**config.mk**
```make
export PLATFORM = sky130hd
export DESIGN_NAME = wb_trace_capture
export DESIGN_NICKNAME = d
export VERILOG_FILES = /design/src/rtl/wb_trace_pkg.sv /design/src/rtl/wb_trace_capture_fifo.sv /design/src/rtl/wb_trace_capture.sv
export SDC_FILE = /design/constraint.sdc
export NUM_CORES = 2
export LEC_CHECK = 0
export ABC_AREA = 1
export CORE_ASPECT_RATIO = 1.75
export CORE_MARGIN = 10
export CORE_UTILIZATION = 44
export CTS_BUF_LIST = sky130_fd_sc_hd__clkbuf_8
export DETAILED_ROUTE_END_ITERATION = 12
export HOLD_SLACK_MARGIN = 0.02
export PLACE_DENSITY = 0.7
export SETUP_SLACK_MARGIN = 0.3
export SLEW_MARGIN = 20
export SYNTH_ARGS = -nofsm -noshare
export SYNTH_HDL_FRONTEND = slang
export SYNTH_SLANG_ARGS = --single-unit
```
**constraint.sdc**
```tcl
create_clock -name clk -period 35.1 [get_ports clk]
set_input_delay 7.02 -clock clk [delete_from_list [all_inputs] [get_ports clk]]
set_output_delay 7.02 -clock clk [all_outputs]
set_load 0.05 [all_outputs]
```
**src/rtl/wb_trace_pkg.sv**
```systemverilog
// rtl/wb_trace_pkg.sv - shared types and constants for the writeback trace capture block
//
// Purpose: default widths and the packed trace entry layout {seq, rd, data}.
package wb_trace_pkg;

  localparam int XLEN_DEF    = 32;
  localparam int RADDR_W_DEF = 5;
  localparam int SEQ_W_DEF   = 16;
  localparam int NREGS       = 32;

  typedef struct packed {
    logic [SEQ_W_DEF-1:0]   seq;
    logic [RADDR_W_DEF-1:0] rd;
    logic [XLEN_DEF-1:0]    data;
  } trace_entry_t;

endpackage

```
**src/rtl/wb_trace_capture_fifo.sv**
```systemverilog
// rtl/wb_trace_capture_fifo.sv - synchronous FIFO of trace entries with valid/ready head
//
// Purpose: circular buffer with a separately tracked occupancy count so that
//          full and empty are distinguished while the pointers wrap naturally.
// Ports:
//   clk, rst       clock, asynchronous active-high reset
//   clear          synchronous flush (wins over push and pop)
//   push, push_data     offered entry
//   push_accepted  entry was stored this cycle
//   valid, ready, head  head entry handshake
//   count          current occupancy
module trace_fifo
  import wb_trace_pkg::*;
#(
  parameter int  DEPTH   = 16,
  parameter type entry_t = trace_entry_t
) (
  input  logic                   clk,
  input  logic                   rst,
  input  logic                   clear,
  input  logic                   push,
  input  entry_t                 push_data,
  output logic                   push_accepted,
  output logic                   valid,
  input  logic                   ready,
  output entry_t                 head,
  output logic [$clog2(DEPTH):0] count
);

  localparam int AW = $clog2(DEPTH);

  entry_t        mem [DEPTH];
  logic [AW-1:0] rd_ptr;
  logic [AW-1:0] wr_ptr;
  logic [AW:0]   cnt;
  logic          full;
  logic          pop;

  assign full  = (cnt == (AW+1)'(DEPTH));
  assign valid = (cnt != '0);
  assign pop   = valid & ready & ~clear;
  // A pop in the same cycle frees the slot the push needs, so full+pop still accepts.
  assign push_accepted = push & ~clear & (~full | pop);
  // Masking keeps the head outputs at zero while empty, including straight after reset.
  assign head  = valid ? mem[rd_ptr] : '0;
  assign count = cnt;

  always_ff @(posedge clk or posedge rst) begin
    if (rst) begin
      rd_ptr <= '0;
      wr_ptr <= '0;
      cnt    <= '0;
    end else if (clear) begin
      rd_ptr <= '0;
      wr_ptr <= '0;
      cnt    <= '0;
    end else begin
      if (pop)           rd_ptr <= rd_ptr + AW'(1);
      if (push_accepted) wr_ptr <= wr_ptr + AW'(1);
      case ({push_accepted, pop})
        2'b10:   cnt <= cnt + (AW+1)'(1);
        2'b01:   cnt <= cnt - (AW+1)'(1);
        default: cnt <= cnt;
      endcase
    end
  end

  always_ff @(posedge clk) begin
    if (push_accepted) mem[wr_ptr] <= push_data;
  end

endmodule

```
**src/rtl/wb_trace_capture.sv**
```systemverilog
// rtl/wb_trace_capture.sv - writeback observer with shadow register file and trace FIFO
//
// Purpose: records every architectural register write (rd != 0) into a shadow
//          register file and a sequence-numbered trace FIFO.
// Ports:
//   clk, reset                        clock, asynchronous active-high reset
//   wb_regwrite_i, wb_rd_i, wb_result_i  writeback port being observed
//   clear_i                           flush FIFO, sequence, overflow and drop count
//   trc_valid_o, trc_ready_i          head entry handshake
//   trc_seq_o, trc_rd_o, trc_data_o   head entry fields
//   shd_addr_i, shd_data_o            combinational shadow read port
//   count_o                           FIFO occupancy
//   overflow_o, drop_cnt_o            sticky drop flag, saturating drop count
module wb_trace_capture
  import wb_trace_pkg::*;
#(
  parameter int DEPTH   = 16,
  parameter int XLEN    = XLEN_DEF,
  parameter int RADDR_W = RADDR_W_DEF,
  parameter int SEQ_W   = SEQ_W_DEF
) (
  input  logic                   clk,
  input  logic                   reset,
  input  logic                   wb_regwrite_i,
  input  logic [RADDR_W-1:0]     wb_rd_i,
  input  logic [XLEN-1:0]        wb_result_i,
  input  logic                   clear_i,
  output logic                   trc_valid_o,
  input  logic                   trc_ready_i,
  output logic [SEQ_W-1:0]       trc_seq_o,
  output logic [RADDR_W-1:0]     trc_rd_o,
  output logic [XLEN-1:0]        trc_data_o,
  input  logic [RADDR_W-1:0]     shd_addr_i,
  output logic [XLEN-1:0]        shd_data_o,
  output logic [$clog2(DEPTH):0] count_o,
  output logic                   overflow_o,
  output logic [SEQ_W-1:0]       drop_cnt_o
);

  localparam int NSHD = 1 << RADDR_W;

  typedef struct packed {
    logic [SEQ_W-1:0]   seq;
    logic [RADDR_W-1:0] rd;
    logic [XLEN-1:0]    data;
  } entry_t;

  logic [XLEN-1:0]  shadow [NSHD];
  logic [SEQ_W-1:0] seq_cnt;
  logic             wb_event;
  logic             accepted;
  entry_t           new_entry;
  entry_t           head;

  // x0 is hardwired zero in the CPU, so writes to it are not architectural events.
  assign wb_event  = wb_regwrite_i & (wb_rd_i != '0);
  assign new_entry = '{seq: seq_cnt, rd: wb_rd_i, data: wb_result_i};

  trace_fifo #(
    .DEPTH   (DEPTH),
    .entry_t (entry_t)
  ) u_fifo (
    .clk           (clk),
    .rst           (reset),
    .clear         (clear_i),
    .push          (wb_event),
    .push_data     (new_entry),
    .push_accepted (accepted),
    .valid         (trc_valid_o),
    .ready         (trc_ready_i),
    .head          (head),
    .count         (count_o)
  );

  assign trc_seq_o  = head.seq;
  assign trc_rd_o   = head.rd;
  assign trc_data_o = head.data;

  assign shd_data_o = (shd_addr_i == '0) ? '0 : shadow[shd_addr_i];

  // Shadow state survives clear_i; only reset wipes it.
  always_ff @(posedge clk or posedge reset) begin
    if (reset) begin
      for (int i = 0; i < NSHD; i++) shadow[i] <= '0;
    end else if (wb_event) begin
      shadow[wb_rd_i] <= wb_result_i;
    end
  end

  // Sequence advances on every event, accepted or dropped, so gaps reveal drops.
  always_ff @(posedge clk or posedge reset) begin
    if (reset) begin
      seq_cnt    <= '0;
      overflow_o <= 1'b0;
      drop_cnt_o <= '0;
    end else if (clear_i) begin
      seq_cnt    <= '0;
      overflow_o <= 1'b0;
      drop_cnt_o <= '0;
    end else if (wb_event) begin
      seq_cnt <= seq_cnt + SEQ_W'(1);
      if (!accepted) begin
        overflow_o <= 1'b1;
        if (drop_cnt_o != '1) drop_cnt_o <= drop_cnt_o + SEQ_W'(1);
      end
    end
  end

endmodule
```
Word-level counts from Yosys, hierarchy flattened
Memories as Yosys holds them, arrays and structs flattened.
Index checks and enable logic that the tools add are counted.
- word-level logic and storage cells: 99
- output and inout port bits: 108
- bits in writable memories: 848
- bits in registers: 1070
- memories kept: 1
- input bits: 47
- magnitude comparators: 3
- bitwise gates (word level): 10
- reductions and logical operators: 11
- mux-type cells: 25
- equality and inequality tests: 5
- $add $sub $neg: 6
- memory list (memory ; words ; bits a word ; rd ports ; clocked after memory_dff ; write ports ; line ; RTL):
    u_fifo.mem ; 16 ; 53 ; 1 ; 0 ; 1 ; wb_trace_capture_fifo.sv:32 ; entry_t mem [DEPTH];
- operators by type and width (kind ; count):
    bitwise mux 1024 bit ; 1
    binary-select mux 32 bit (select 5 bit) ; 1
    demux 32 bit (select 5 bit) ; 1
    two-way mux 32 bit ; 4
    two-way mux 16 bit ; 6
    two-way mux 53 bit ; 1
    adder 16 x 1 -> 16 bit, second input constant ; 2
    two-way mux 4 bit ; 4
    != test 16 bit, second input constant ; 1
    >= comparator 6 bit, second input constant ; 2
    NOT 5 -> 6 bit ; 2
    case mux 5 bit (2 select lines) ; 1
    nonzero test 5 bit ; 2
    adder 4 x 1 -> 4 bit, second input constant ; 2
    nonzero test 2 bit ; 4
    < comparator 6 x 1 -> 1 bit, second input constant ; 1
    adder 5 x 1 -> 5 bit, second input constant ; 1
    AND 1 bit ; 5
    equality test 5 bit, second input constant ; 1
    logical NOT 5 bit ; 1
    two-way mux 1 bit ; 5
    two-way mux 5 bit ; 1
    subtractor 5 x 1 -> 5 bit, second input constant ; 1
    AND reduction 3 bit ; 1
    8 further kinds ; 9

Logic depth before layout (Yosys ltp)
- depth after elaboration: 8
- depth in mapped cells: 16

Modules after synthesis
A second synthesis with hierarchy kept.
- cells, all modules: 8790
- area, all modules: 82489.1 µm²
- by module, submodules not included (module ; sequential area each (µm²) ; area each (µm²) ; times used ; cells each):
    wb_trace_capture ; 26450.4 ; 48188.7 ; 1 ; 6147
    trace_fifo ; 25789.7 ; 34300.4 ; 1 ; 2643

Least setup slack after synthesis
No wires, ideal clock.
- kind: in2out
- from: in shd_addr_i[0]
- to: out shd_data_o[30]
- path buffers: 3
- required time: 28.080 ns
- slack: 19.184 ns
- stages on the path: 12
- data arrival time: 8.896 ns
- cells stage by stage: buf_2 inv_2 clkbuf_1 clkbuf_1 nand2_1 nand3_1 nand3_1 nand2_1 nand2_1 nand3_1 nand2_1 nor2_1
- cells in the longest elaborated chain, start to end: 5
- elaborated cells between the ends (all ways): 6
- RTL lines (element ; line ; RTL):
    start, declared ; wb_trace_capture.sv:33 ; input logic [RADDR_W-1:0] shd_addr_i,
    NOT 5 -> 6 bit (implied by the code) ; wb_trace_capture.sv:79 ; assign shd_data_o = (shd_addr_i == '0) ? '0 : shadow[shd_addr_i];
    binary-select mux 32 bit (select 5 bit) ; wb_trace_capture.sv:79 ;
    two-way mux 32 bit (implied by the code) (2 in series) ; wb_trace_capture.sv:79 ;
    two-way mux 32 bit * ; wb_trace_capture.sv:79 ;
    end, declared ; wb_trace_capture.sv:34 ; output logic [XLEN-1:0] shd_data_o,
Mark *: on every way between the ends. The rest lies on a longest branch, timed or not. The select of a mux whose other input is x is not followed.

Worst setup path in the final report
- from: in shd_addr_i[1]
- to: out shd_data_o[24]
Same word-level chain as after synthesis.

==> metrics.log <==
INFO  metric tns = 0 ps
INFO  metric status = finished clean
INFO  metric synth.net_count = 8869
INFO  metric post_route_cells_drive_above_1_share = 0.0639
INFO  metric die_area = 0.205 sq mm
INFO  metric synth-simple-area-share = 0.209
INFO  metric synth_sequential_area_ratio = 0.635
INFO  metric average_vias_per_placed_instance = 5.73
INFO  metric place_worst_setup_slack = 15630 ps
INFO  metric rsz0062_at_grt = false
INFO  metric area_delta_synth_final = 9.97%
INFO  metric ctsRootBufferMaster = sky130_fd_sc_hd__clkbuf_8
INFO  metric setup.reg_to_reg.worst_slack = 31870 ps
INFO  metric detail_route.wl_per_cell = 21.5 microns
INFO  metric drtAntennaViolNets = 0
INFO  metric worst_path_max_delay_cell = sky130_fd_sc_hd__clkdlybuf4s50_1
INFO  metric cap_viol_max_count = 0
INFO  metric average_cell_area_after_synthesis = 9.34 sq um
INFO  metric ys_seq_elements = 1918
INFO  metric critical_path.endpoint_type = output pin
INFO  metric clkTransAtPathRegs = roughly 60 ps
INFO  metric ctsHoldBuffers = 0
INFO  metric synth-edff-count = 848
INFO  metric final_max_slew_viol_count = 0
INFO  metric finalWeightedCongestion = 0.820
INFO  metric numCtsBuffers = 285
INFO  metric cp.required = 28080 ps
INFO  metric wire_length_of_the_first_global_routing_pass = 369000 microns
INFO  metric buffer_ports.inserted = 154
INFO  metric routed_wirelength = about 240000 microns
INFO  metric cts_resized = 0
INFO  metric layout.cells.most_common_list = 2322 x sky130_fd_sc_hd__nand2_1, 1282 x sky130_fd_sc_hd__o21ai_0, 1066 x sky130_fd_sc_hd__dfrtp_1
INFO  metric p_leak = 0.0371 uW
INFO  metric layout_commonest_cell = sky130_fd_sc_hd__nand2_1
INFO  metric worst_path_dominant_cell_family = buffers and inverters
INFO  metric dominant_combinational_cell_family_by_area_after_synthesis = simple AND/OR/NAND/NOR gates
INFO  metric hold_depth = 0
INFO  metric clk-insertion-delay-late = 920 ps
INFO  metric startpoint_type = primary input
INFO  metric synthMuxAreaShare = 0
INFO  metric critPathMaxStageDelay = 940 ps
INFO  metric seq_area = 0.0523 sq mm
INFO  metric ctsLongestPathBuffers = 4
INFO  metric crit_path_cell_trace = clkbuf_8, inv_8, buf_4, buf_4, buf_4, o21ai_0, o21ai_0, nor2_1, nor2_1, nor2_1, nor2_1, clkdlybuf4s50_1
INFO  metric design.final.nets = 8691
INFO  metric fillerInstances = 17.0k
INFO  metric post-route-period-util = 0.557
INFO  metric first_iter_violations = a little over 7k
INFO  metric synth-adder-area-share = 0.00176
INFO  metric fmaxAchievable = 51.1 MHz
INFO  metric postCtsSetupBuffers = 0
INFO  metric hold_path.class = flip-flop to flip-flop
INFO  metric post-dp-hpwl = 125000 microns
INFO  metric critical_path_class = primary input to output pin
INFO  metric reg2reg_to = u_fifo.mem[7][17]
INFO  metric finalSetupViolCount = 0
INFO  metric ff2ff_path_depth = 7
INFO  metric fin_util = 0.487
INFO  metric vias = 64.5k
INFO  metric hold_critical_path_endpoint = shadow[1001]
INFO  metric finalWorstSetupSlack = 15540 ps
INFO  metric worst_ir_drop_vdd = 0.0575 mV
INFO  metric gr-total-overflow = 0
INFO  metric ys.warnings.count = 0
INFO  metric core_region_area = 0.186 sq mm
INFO  metric placement_rows = 209
INFO  metric netlist_instances = 8811
INFO  metric area_used_by_multi_input_combinational_logic = 0.0270 sq mm
INFO  metric tritoncts = built
INFO  metric cts.htree.levels = 5
INFO  metric critical-path-top-cell-by-count = sky130_fd_sc_hd__nor2_1
INFO  metric width_of_the_die = 347 microns
INFO  metric die_height = just under 600 microns
INFO  metric relSlewSlack = 0.213
INFO  metric mappedNetlistArea = 0.0823 sq mm
INFO  metric io_pins = 155
INFO  metric pin_count_of_the_biggest_net_entering_global_routing = 195
INFO  metric finClkSkew = approximately 42 ps
INFO  metric grtUsageTotal = 0.229
INFO  metric critPathMaxFanout = 77
INFO  metric max_slew.worst_pin.slew = between 1000 and 1500 ps
INFO  metric clkSinkCount = 1918
INFO  metric synthFlopType = sky130_fd_sc_hd__dfrtp_1
INFO  metric synthesized_area_fraction_occupied_by_ao_oa_aoi_and_oai_cells = 0.114
INFO  metric crit_buf_inv = 6
INFO  metric finalCriticalPeriod = 19560 ps
INFO  metric timing.critical_path.arrival = 12540 ps
INFO  metric synth_xor_xnor_area_share = 0.00128
INFO  metric via_count_of_the_first_global_routing_pass = approximately 63k
INFO  metric initial_antenna_violation_count = 11
INFO  metric starting_density = 0.443
INFO  metric final_hold_viol_count = 0
INFO  metric power.density_cell_area = 63.5 mW/mm^2
INFO  metric regToRegStartpoint = u_fifo.count[4]
INFO  metric worst_hold_startpoint = shadow[1001]
INFO  metric share_of_synthesized_registers_carrying_an_async_set_or_reset = 0.558
INFO  metric drc = 0
INFO  metric detailedRoute.firstPassIterationCount = 7
INFO  metric synth_cell_type_count = 34
==> area by class of cell <==
type                    count  share of cell area
inverters                 110             0.00495
diodes                      8            0.000221
multi-input cells        6059               0.298
well taps                2426              0.0336
flip-flops and latches   1918               0.578
repair buffers            259              0.0267
clock inverters           155             0.00891
clock buffers             328              0.0499
==> power breakdown <==
group | switching (uW) | internal (uW) | total, uW
sequential | 142 | 2570 | 2720
combinational | 893 | 391 | 1280
clock | 857 | 882 | 1740
total | 1890 | 3850 | 5740
==> flip-flops by register name (all words and copies together), names as in the netlist <==
name,cells
drop_cnt_o,16
overflow_o,1
seq_cnt,16
shadow,1024
u_fifo.count,5
u_fifo.mem,848
u_fifo.rd_ptr,4
u_fifo.wr_ptr,4
==> cells in the mapped netlist (10+ instances only) <==
cell type,instances,share of area
sky130_fd_sc_hd__buf_2,86,0.0052
sky130_fd_sc_hd__nand2_1,2344,0.11
sky130_fd_sc_hd__edfxtp_1,848,0.31
sky130_fd_sc_hd__clkbuf_1,574,0.026
sky130_fd_sc_hd__ha_1,10,0.0015
sky130_fd_sc_hd__nor3_1,11,0.00067
sky130_fd_sc_hd__o21ai_1,188,0.011
sky130_fd_sc_hd__o211ai_1,159,0.015
sky130_fd_sc_hd__buf_1,64,0.0029
sky130_fd_sc_hd__o21ai_0,1282,0.078
sky130_fd_sc_hd__nor2_1,1016,0.046
sky130_fd_sc_hd__inv_2,11,0.00050
sky130_fd_sc_hd__dfrtp_1,1070,0.33
sky130_fd_sc_hd__nand3_1,844,0.051
sky130_fd_sc_hd__inv_1,98,0.0045
sky130_fd_sc_hd__a21oi_1,153,0.0093
==> worst register-to-register path, cell delays in order (launching register included) <==
cell and delay [ps]:
sky130_fd_sc_hd__dfrtp_1 420, sky130_fd_sc_hd__inv_1 110, sky130_fd_sc_hd__nor2_1 40, sky130_fd_sc_hd__and3_1 180, sky130_fd_sc_hd__nor2_4 260, sky130_fd_sc_hd__nand2_1 340
sky130_fd_sc_hd__nor2_4 580, sky130_fd_sc_hd__buf_4 800
==> worst max-delay path by stage <==
stage / from / end / slack (ps) / cells past startpoint
3_5_place_dp: shd_addr_i[1] / shd_data_o[24] / 15630 / 12
5_1_grt: shd_addr_i[1] / shd_data_o[24] / 15320 / 12
3_3_place_gp: shd_addr_i[1] / shd_data_o[24] / 15580 / 12
4_1_cts: shd_addr_i[1] / shd_data_o[24] / 15610 / 12
6_report: shd_addr_i[1] / shd_data_o[24] / 15540 / 12
2_1_floorplan: reset / drop_cnt_o[0] / 13320 / 1
==> kinds of logic after synthesis <==
group,Yosys count
simple gates,4250
flops,1918
compound gates,1786
fa+ha+maj,11
xor+xnor,12
buf+inv,834
==> stage by stage <==
step	power (uW)	hold slack, ps	instances	area (sq um)
after floorplan	3630	429	8811	82300
after global placement	4000	365	10800	85100
after detailed placement	4040	366	10800	85100
after CTS	5770	379	11300	90400
after global routing	6030	388	11300	90400
final	5740	378	11300	90500
==> routing by layer <==
layer / GRT usage / wire (microns) / vias to the layer above
li1: - / - / 29300
met1: 0.279 / 92400 / 31500
met2: 0.392 / 118000 / 3038
met3: 0.0352 / 19000 / 715
met4: 0.116 / 12400 / 6
met5: 0 / 34 / -
Power figures use the tool's default switching activity.
